[src/rtl/visca_cmd_tx_if.sv]
// VISCA command transmitter bus: request/status handshake,
// command ROM port and UART line.
interface visca_cmd_tx_if;
    logic       start;
    logic [2:0] speed;
    logic [2:0] rom_ad;
    logic [7:0] rom_dout;
    logic       tx;
    logic       busy;
    logic       done;
    logic       err;

    modport master (
        output start, speed, rom_dout,
        input  rom_ad, tx, busy, done, err
    );

    modport slave (
        input  start, speed, rom_dout,
        output rom_ad, tx, busy, done, err
    );
endinterface

[src/rtl/visca_cmd_tx.sv]
// Streams one VISCA command from a length-prefixed ROM onto an
// 8N1 UART line, splicing the latched speed nibble into one byte.
module visca_cmd_tx #(
    parameter int BAUD_DIV   = 5208,
    parameter int SPEED_ADDR = 2
) (
    input logic           clk,
    input logic           rst,
    visca_cmd_tx_if.slave bus
);
    typedef enum logic [2:0] {
        IDLE, LEN, LOAD, START, DATA, STOP, DONE
    } state_t;

    localparam logic [15:0] LAST   = 16'(BAUD_DIV - 1);
    localparam logic [2:0]  SPD_AD = 3'(SPEED_ADDR);

    state_t      state, state_d;
    logic [15:0] cnt, cnt_d;
    logic [2:0]  bit_q, bit_d;
    logic [2:0]  idx, idx_d;
    logic [2:0]  speed_q, speed_d;
    logic [7:0]  shift, shift_d;
    logic        tx_q, tx_d;
    logic        err_q, err_d;
    logic        tick;

    assign tick = (cnt == LAST);

    always_ff @(posedge clk or posedge rst) begin
        if (rst) begin
            state   <= IDLE;
            cnt     <= '0;
            bit_q   <= '0;
            idx     <= '0;
            speed_q <= '0;
            shift   <= '0;
            tx_q    <= 1'b1;
            err_q   <= 1'b0;
        end else begin
            state   <= state_d;
            cnt     <= cnt_d;
            bit_q   <= bit_d;
            idx     <= idx_d;
            speed_q <= speed_d;
            shift   <= shift_d;
            tx_q    <= tx_d;
            err_q   <= err_d;
        end
    end

    always_comb begin
        state_d = state;
        cnt_d   = cnt + 16'd1;
        bit_d   = bit_q;
        idx_d   = idx;
        speed_d = speed_q;
        shift_d = shift;
        err_d   = 1'b0;
        unique case (state)
            IDLE: begin
                cnt_d = '0;
                if (bus.start) begin
                    speed_d = bus.speed;
                    state_d = LEN;
                end
            end
            LEN: begin
                if (bus.rom_dout == 8'd0 || bus.rom_dout > 8'd7) begin
                    err_d   = 1'b1;
                    state_d = DONE;
                end else begin
                    idx_d   = bus.rom_dout[2:0];
                    state_d = LOAD;
                end
            end
            LOAD: begin
                shift_d = bus.rom_dout;
                if (idx == SPD_AD)
                    shift_d[3:0] = bus.rom_dout[3:0] | {1'b0, speed_q};
                state_d = START;
            end
            START: begin
                if (tick) begin
                    bit_d   = '0;
                    state_d = DATA;
                end
            end
            DATA: begin
                if (tick) begin
                    shift_d = {1'b0, shift[7:1]};
                    cnt_d   = '0;
                    if (bit_q == 3'd7)
                        state_d = STOP;
                    else
                        bit_d = bit_q + 3'd1;
                end
            end
            STOP: begin
                if (tick) begin
                    if (idx == 3'd1) begin
                        state_d = DONE;
                    end else begin
                        idx_d   = idx - 3'd1;
                        state_d = LOAD;
                    end
                end
            end
            DONE:    state_d = IDLE;
            default: state_d = IDLE;
        endcase
        if (state_d != state)
            cnt_d = '0;
        // Line level is registered from the next state, so tx never
        // sees a combinational path from the ROM or start inputs.
        unique case (state_d)
            START:   tx_d = 1'b0;
            DATA:    tx_d = shift_d[0];
            default: tx_d = 1'b1;
        endcase
    end

    assign bus.tx     = tx_q;
    assign bus.busy   = (state != IDLE) && (state != DONE);
    assign bus.done   = (state == DONE);
    assign bus.err    = err_q;
    assign bus.rom_ad = (state == LOAD) ? idx : 3'd0;
endmodule
[src/flat_wrapper.sv]
// flat-port wrapper written by rule: the top's interface ports become plain ports
module visca_cmd_tx_flat 
#(
    parameter int BAUD_DIV   = 5208,
    parameter int SPEED_ADDR = 2
)
  (clk, rst, bus_start, bus_speed, bus_rom_dout, bus_rom_ad, bus_tx, bus_busy, bus_done, bus_err);
  visca_cmd_tx_if bus_i ();
  input logic clk;
  input logic rst;
  input wire logic [$bits(bus_i.start)-1:0] bus_start;
  input wire logic [$bits(bus_i.speed)-1:0] bus_speed;
  input wire logic [$bits(bus_i.rom_dout)-1:0] bus_rom_dout;
  output wire logic [$bits(bus_i.rom_ad)-1:0] bus_rom_ad;
  output wire logic [$bits(bus_i.tx)-1:0] bus_tx;
  output wire logic [$bits(bus_i.busy)-1:0] bus_busy;
  output wire logic [$bits(bus_i.done)-1:0] bus_done;
  output wire logic [$bits(bus_i.err)-1:0] bus_err;
  assign bus_i.start = bus_start;
  assign bus_i.speed = bus_speed;
  assign bus_i.rom_dout = bus_rom_dout;
  assign bus_rom_ad = bus_i.rom_ad;
  assign bus_tx = bus_i.tx;
  assign bus_busy = bus_i.busy;
  assign bus_done = bus_i.done;
  assign bus_err = bus_i.err;
  visca_cmd_tx #(.BAUD_DIV(BAUD_DIV), .SPEED_ADDR(SPEED_ADDR)) u_core (.clk(clk), .rst(rst), .bus(bus_i));
endmodule
[config.mk]
export PLATFORM = sky130hd
export DESIGN_NAME = visca_cmd_tx_flat
export DESIGN_NICKNAME = d
export VERILOG_FILES = /design/src/rtl/visca_cmd_tx_if.sv /design/src/rtl/visca_cmd_tx.sv /design/src/flat_wrapper.sv
export SDC_FILE = /design/constraint.sdc
export NUM_CORES = 1
export LEC_CHECK = 0
export CELL_PAD_IN_SITES_DETAIL_PLACEMENT = 2
export CELL_PAD_IN_SITES_GLOBAL_PLACEMENT = 2
export CORE_MARGIN = 2
export CORE_UTILIZATION = 34
export CTS_BUF_LIST = sky130_fd_sc_hd__clkbuf_4 sky130_fd_sc_hd__clkbuf_8
export DETAILED_ROUTE_END_ITERATION = 10
export GPL_ROUTABILITY_DRIVEN = 0
export PLACE_DENSITY = 0.87
export SLEW_MARGIN = 20
export SYNTH_ARGS = -nofsm -noshare
export SYNTH_HDL_FRONTEND = slang
export SYNTH_SLANG_ARGS = --single-unit
export TNS_END_PERCENT = 20
[constraint.sdc]
create_clock -name clk -period 2 [get_ports clk]
set_clock_uncertainty 0.15 [all_clocks]
set_input_delay 0.3 -clock clk [delete_from_list [all_inputs] [get_ports clk]]
set_output_delay 0.3 -clock clk [all_outputs]
set_load 0.02 [all_outputs]
; ---- Word level (Yosys, flattened, before mapping)
; Cells that the tools add are included.
[op_classes]
mux = 26
bitwise = 1
addsub = 3
n_reduce_logical = 12
n_lt_le_gt_ge = 1
eq_ne = 20
[ops]
columns = op, n
row1 = $mux 3, 14
row2 = $mux 16, 2
row3 = $pmux 16 s2, 1
row4 = $pmux 3 s6, 1
row5 = $add 16x1->16 const B, 1
row6 = $eq 16x13->1 const B, 1
row7 = $pmux 8 s2, 1
row8 = $eq 3x3->1 const B, 5
row9 = $eq 3x2->1 const B, 4
row10 = $pmux 3 s2, 2
row11 = $gt 8x3->1 const B, 1
row12 = $logic_not 8->1, 1
row13 = $mux 8, 1
row14 = $reduce_and 4->1, 2
row15 = $eq 3x1->1 const B, 2
row16 = $ne 2x1->1 const B, 3
row17 = $ne 2x2->1 const B, 3
row18 = $reduce_bool 2->1, 3
row19 = $mux 4, 1
row20 = $or 4x3->4, 1
row21 = $reduce_and 2->1, 2
row22 = $add 3x1->3 const B, 1
row23 = $logic_not 3->1, 1
row24 = $ne 3x3->1, 1
row25 = other kinds (7), 8
[word_totals]
inputBits = 14
register_bits = 38
output_inout_bits = 7

; ---- Depth between registers and ports, before layout
[logic_depth]
word_depth = 6
mapped_depth = 7
ltp_nobuf = 7

; ---- Least setup slack after synthesis
; OpenSTA, ideal clock, no wires.
[synth_path]
path_type = flip-flop to flip-flop
startpoint = reg u_core.cnt[0]
endpoint = reg u_core.tx_q (netlist: u_core.bus.tx)
required_time_ns = 1.770
n_path_buf = 1
path_stages_with_launch = 8
path_slack_ns = 0.094
t_arrival_ns = 1.676
cell_sequence = dfrtp_1 ha_1 and4bb_1 and4_4 buf_6 and3_1 a211o_1 o22a_1
[synth_via]
word_cells_on_any_way = 10
classes_between = 3 x eq/ne / 7 x mux
[synth_lines]
columns = element, line
row1 = from (decl), visca_cmd_tx.sv:19  ; logic [15:0] cnt, cnt_d;
row2 = from (signal assigned), visca_cmd_tx.sv:42  ; cnt <= cnt_d;
row3 = $eq 16x13->1, visca_cmd_tx.sv:28  ; assign tick = (cnt == LAST);
row4 = $mux 8, visca_cmd_tx.sv:90  ; if (tick) begin
row5 = $pmux 8 s2, visca_cmd_tx.sv:60  ; unique case (state)
row6 = named net u_core.shift_d[0], visca_cmd_tx.sv:23  ; logic [7:0] shift, shift_d;
row7 = $pmux 1 s2, visca_cmd_tx.sv:116  ; unique case (state_d)
row8 = named net u_core.tx_d, visca_cmd_tx.sv:24  ; logic tx_q, tx_d;
row9 = to (signal assigned), visca_cmd_tx.sv:47  ; tx_q <= tx_d;
row10 = to (decl), visca_cmd_tx.sv:24
; The timed path passes the listed nets, and every way through them passes these cells. The select of a mux whose other input is x is not followed.
; A chain may end at the register's enable or synchronous reset.

; ---- Worst setup path in the final report
[layout_path]
startpoint = reg u_core.cnt[0]
endpoint = reg u_core.state[0]
[layout_via]
elab_chain_cells = 3
word_cells_on_any_way = 5
classes_between = 1 x eq/ne / 4 x mux
[layout_rtl]
columns = element, line
row1 = $eq 16x13->1 (*), visca_cmd_tx.sv:28
row2 = $mux 3 (on tied branches), "visca_cmd_tx.sv:100, visca_cmd_tx.sv:84, visca_cmd_tx.sv:90"
row3 = $pmux 3 s6 (*), visca_cmd_tx.sv:60
row4 = named net u_core.state_d[0], visca_cmd_tx.sv:18  ; state_t state, state_d;
row5 = to (signal assigned), visca_cmd_tx.sv:41  ; state <= state_d;
row6 = to (decl), visca_cmd_tx.sv:18
; The timed path passes the listed nets; every way through them passes the cells marked *.

==> run_results.csv <==
group,metric,value,unit
job,maxCapViolCount,0,
global_route,grt_use_total,21.5,%
clock_tree,cts.clk_slew.worst_paths,80,ps
global_route,antenna_found_initial,0,
layout,final_nets,279,
die,dieArea,6610,um2
placement,io_buffers,20,
detailed_routing,ant_nets,0,
min_path,hold_class,"input port to asynchronous set/reset pin",
detailed_routing,wl_met1,2950,um
setup_path,crit_path_start_kind,"register",
setup_path,crit_type,"register to register",
detailed_routing,avgRoutedWirePerCell,21.5,um
power_and_ir_drop,p_per_area,570,nW/um2
detailed_routing,top_layer_used,"met4",
placement,dp_hpwl,4660,um
detailed_routing,first_pass_iters,4,
sta,whs,194,ps
detailed_routing,wl,7200,um
synth,ys_ff_latch,38,
sta,final-hold-violation-count,0,
detailed_routing,drc_errors,0,
run_status,violations,"setup timing",
die,initial_core_util,34.8,%
sta,drv_slew,0,
sta,fmax,0.479,GHz
clock_tree,clk_latency,310,ps
clock_tree,htree_levels,2,
layout,n_fill_cell,609,
synth,synth-edff-count,0,
die,io-pin-count,21,
clock_tree,cts_hold_buf,0,
layout,final_cells,335,
global_route,overflow,0,
global_route,grt_pass1_vias,2010,
clock_tree,root_buffer,"clkbuf_8",
detailed_routing,routed-via-count,1830,
detailed_routing,wl_met3,289,um
sta,min_period,2090,ps
synth,synth_cells,206,
setup_path,crit_fanout,5,
run_status,status,"finished with violations",
setup_path,worst_setup_path_end_kind,"register",
sta,relSlewSlack,78.2,%
clock_tree,clockBufferDepth,2,
clock_tree,cts.sinks,38,
die,std_cell_rows,28,
clock_tree,cts_tree,"built",
synth,syn-num-nets,226,
synth,synth_cell_types,46,
detailed_routing,drt-initial-drc-count,101,
sta,min_period_over_period,104,%
layout,n_antenna_cell,0,
power_and_ir_drop,p_leak,1.23,nW
layout,syn_to_final_growth,31.7,%
detailed_routing,viasPerCell,5.46,
die,coreArea,5850,um2
sta,finalSetupViolations,6,
detailed_routing,dr_wl_met2,3790,um
layout,drive_above_1_share,26.5,%
sta,setup_tns,-287,ps
synth,yosys_warnings,0,
global_route,grt_max_degree,39,
setup_path,cp.arrival,2150,ps
clock_tree,cts_inserted_buffers,5,
global_route,grt_pass1_wl,10500,um
synth,syn_area_per_cell,9.87,um2
sta,rsz0062_at_grt,"true",
power_and_ir_drop,ir_drop,0.313,mV
synth,seq_area_frac_synth,46.8,%
placement,placed_cell_area,2500,um2
setup_path,worst_ep_required_time,2060,ps
placement,post-place-ws,-248,ps
sta,fin_ws,-86.9,ps
placement,dp.cells,322,
layout,final_area,2680,um2
synth,synthesis.area,2030,um2
sta,worst_pin_slew,326,ps
synth,synthArstFlopShare,100,%
die,fp.dieH,81.3,um
die,die_w,81.3,um
synth,dominantRegCellSynth,"dfrtp_1",
==> registers in the layout (all words and copies together) (netlist names) <==
| name | cells |
|---|---|
| u_core.bus.tx | 1 |
| u_core.state | 3 |
| u_core.shift | 8 |
| u_core.idx | 3 |
| u_core.cnt | 16 |
| u_core.speed_q | 3 |
| u_core.bus.err | 1 |
| u_core.bit_q | 3 |
==> cells in the mapped netlist (5+ instances only) <==
master | number | area [um2]
dfrtp_1 | 37 | 926
a21oi_1 | 8 | 40.0
ha_1 | 6 | 75.1
a22oi_1 | 5 | 37.5
mux2_2 | 5 | 56.3
o21ai_0 | 7 | 35.0
nand2_1 | 26 | 97.6
nor2_1 | 27 | 101
nand3_1 | 5 | 25.0
nand4_1 | 6 | 37.5
xor2_1 | 10 | 87.6
==> per-layer routing <==
| layer | track usage [%] | up-vias |
|---|---|---|
| li1 | - | 836 |
| met1 | 26.1 | 927 |
| met2 | 37.2 | 51 |
| met3 | 4.33 | 16 |
| met4 | 8.31 | 0 |
| met5 | 0 | - |
==> critical path: stages, from the launching register on <==
cell and delay [ps]:
dfrtp_1 420, ha_2 220, and4bb_2 290, and4_4 290, nand2_1 130, mux2_2 310
o22ai_1 190
==> where the power goes <==
group	total (mW)	internal, mW	switching (mW)
Sequential	0.778	0.774	0.00376
Combinational	0.0786	0.0440	0.0346
Clock	0.669	0.367	0.302
==> through the flow <==
step	power, mW	util [%]
after floorplan	0.814	-
after global placement	0.866	42.7
after detailed placement	0.871	42.7
after CTS	1.53	44.8
after global routing	1.58	45.8
final	1.53	45.8
==> layout by cell type, fill, tap and decap left out, types with 5 or more instances in the layout <==
cell type | netlist | layout
dfrtp_1 | 37 | 36
buf_4 | 0 | 30
nor2_1 | 27 | 26
nand2_1 | 26 | 26
clkdlybuf4s50_1 | 0 | 15
xor2_1 | 10 | 10
a21oi_1 | 8 | 8
nand4_1 | 6 | 6
mux2_2 | 5 | 5
nand3_1 | 5 | 5
a22oi_1 | 5 | 5
ha_1 | 6 | 5
clkbuf_8 | 0 | 5
==> cell families after synthesis <==
family / count (synthesis) / share of synthesized area, %
AOI/OAI and AO/OA: 33 / 10.9
xor gates and xnor gates: 12 / 5.17
adders and majority gates: 6 / 3.69
buffers and inverters: 11 / 3.20
DFF: 38 / 46.8
muxes: 7 / 3.75
and+or+nand+nor: 99 / 26.5
==> timing repair <==
item / in CTS / in global routing
endpoints found under the setup margin: 10 / 12
buffers inserted: 0 / 4
pin swaps: 0 / 7
cloned: 0 / 1
resized for setup: 15 / 11
==> layout make-up <==
cell class / instances / area [um2] / share of cell area (%)
multi-input cells: 158 / 1060 / 39.7
clock inverters: 3 / 40.0 / 1.50
well taps: 75 / 93.8 / 3.50
inverters: 4 / 15.0 / 0.561
flip-flops and latches: 38 / 953 / 35.6
repair buffers: 52 / 443 / 16.5
clock buffers: 5 / 68.8 / 2.57
==> worst paths after layout <==
path,startpoint,endpoint,slack [ps],cells after the start
setup / recovery,u_core.cnt[0],u_core.state[0],-90,6
hold / removal,rst,u_core.cnt[11],190,3
setup reg to reg,u_core.cnt[0],u_core.state[0],-90,6
hold reg to reg,u_core.shift[4],u_core.shift[4],330,2
max in group asynchronous,rst,u_core.bus.tx,1240,3
min in group clk,u_core.shift[4],u_core.shift[4],330,2
No activity file was read; power rests on OpenSTA's default activity.
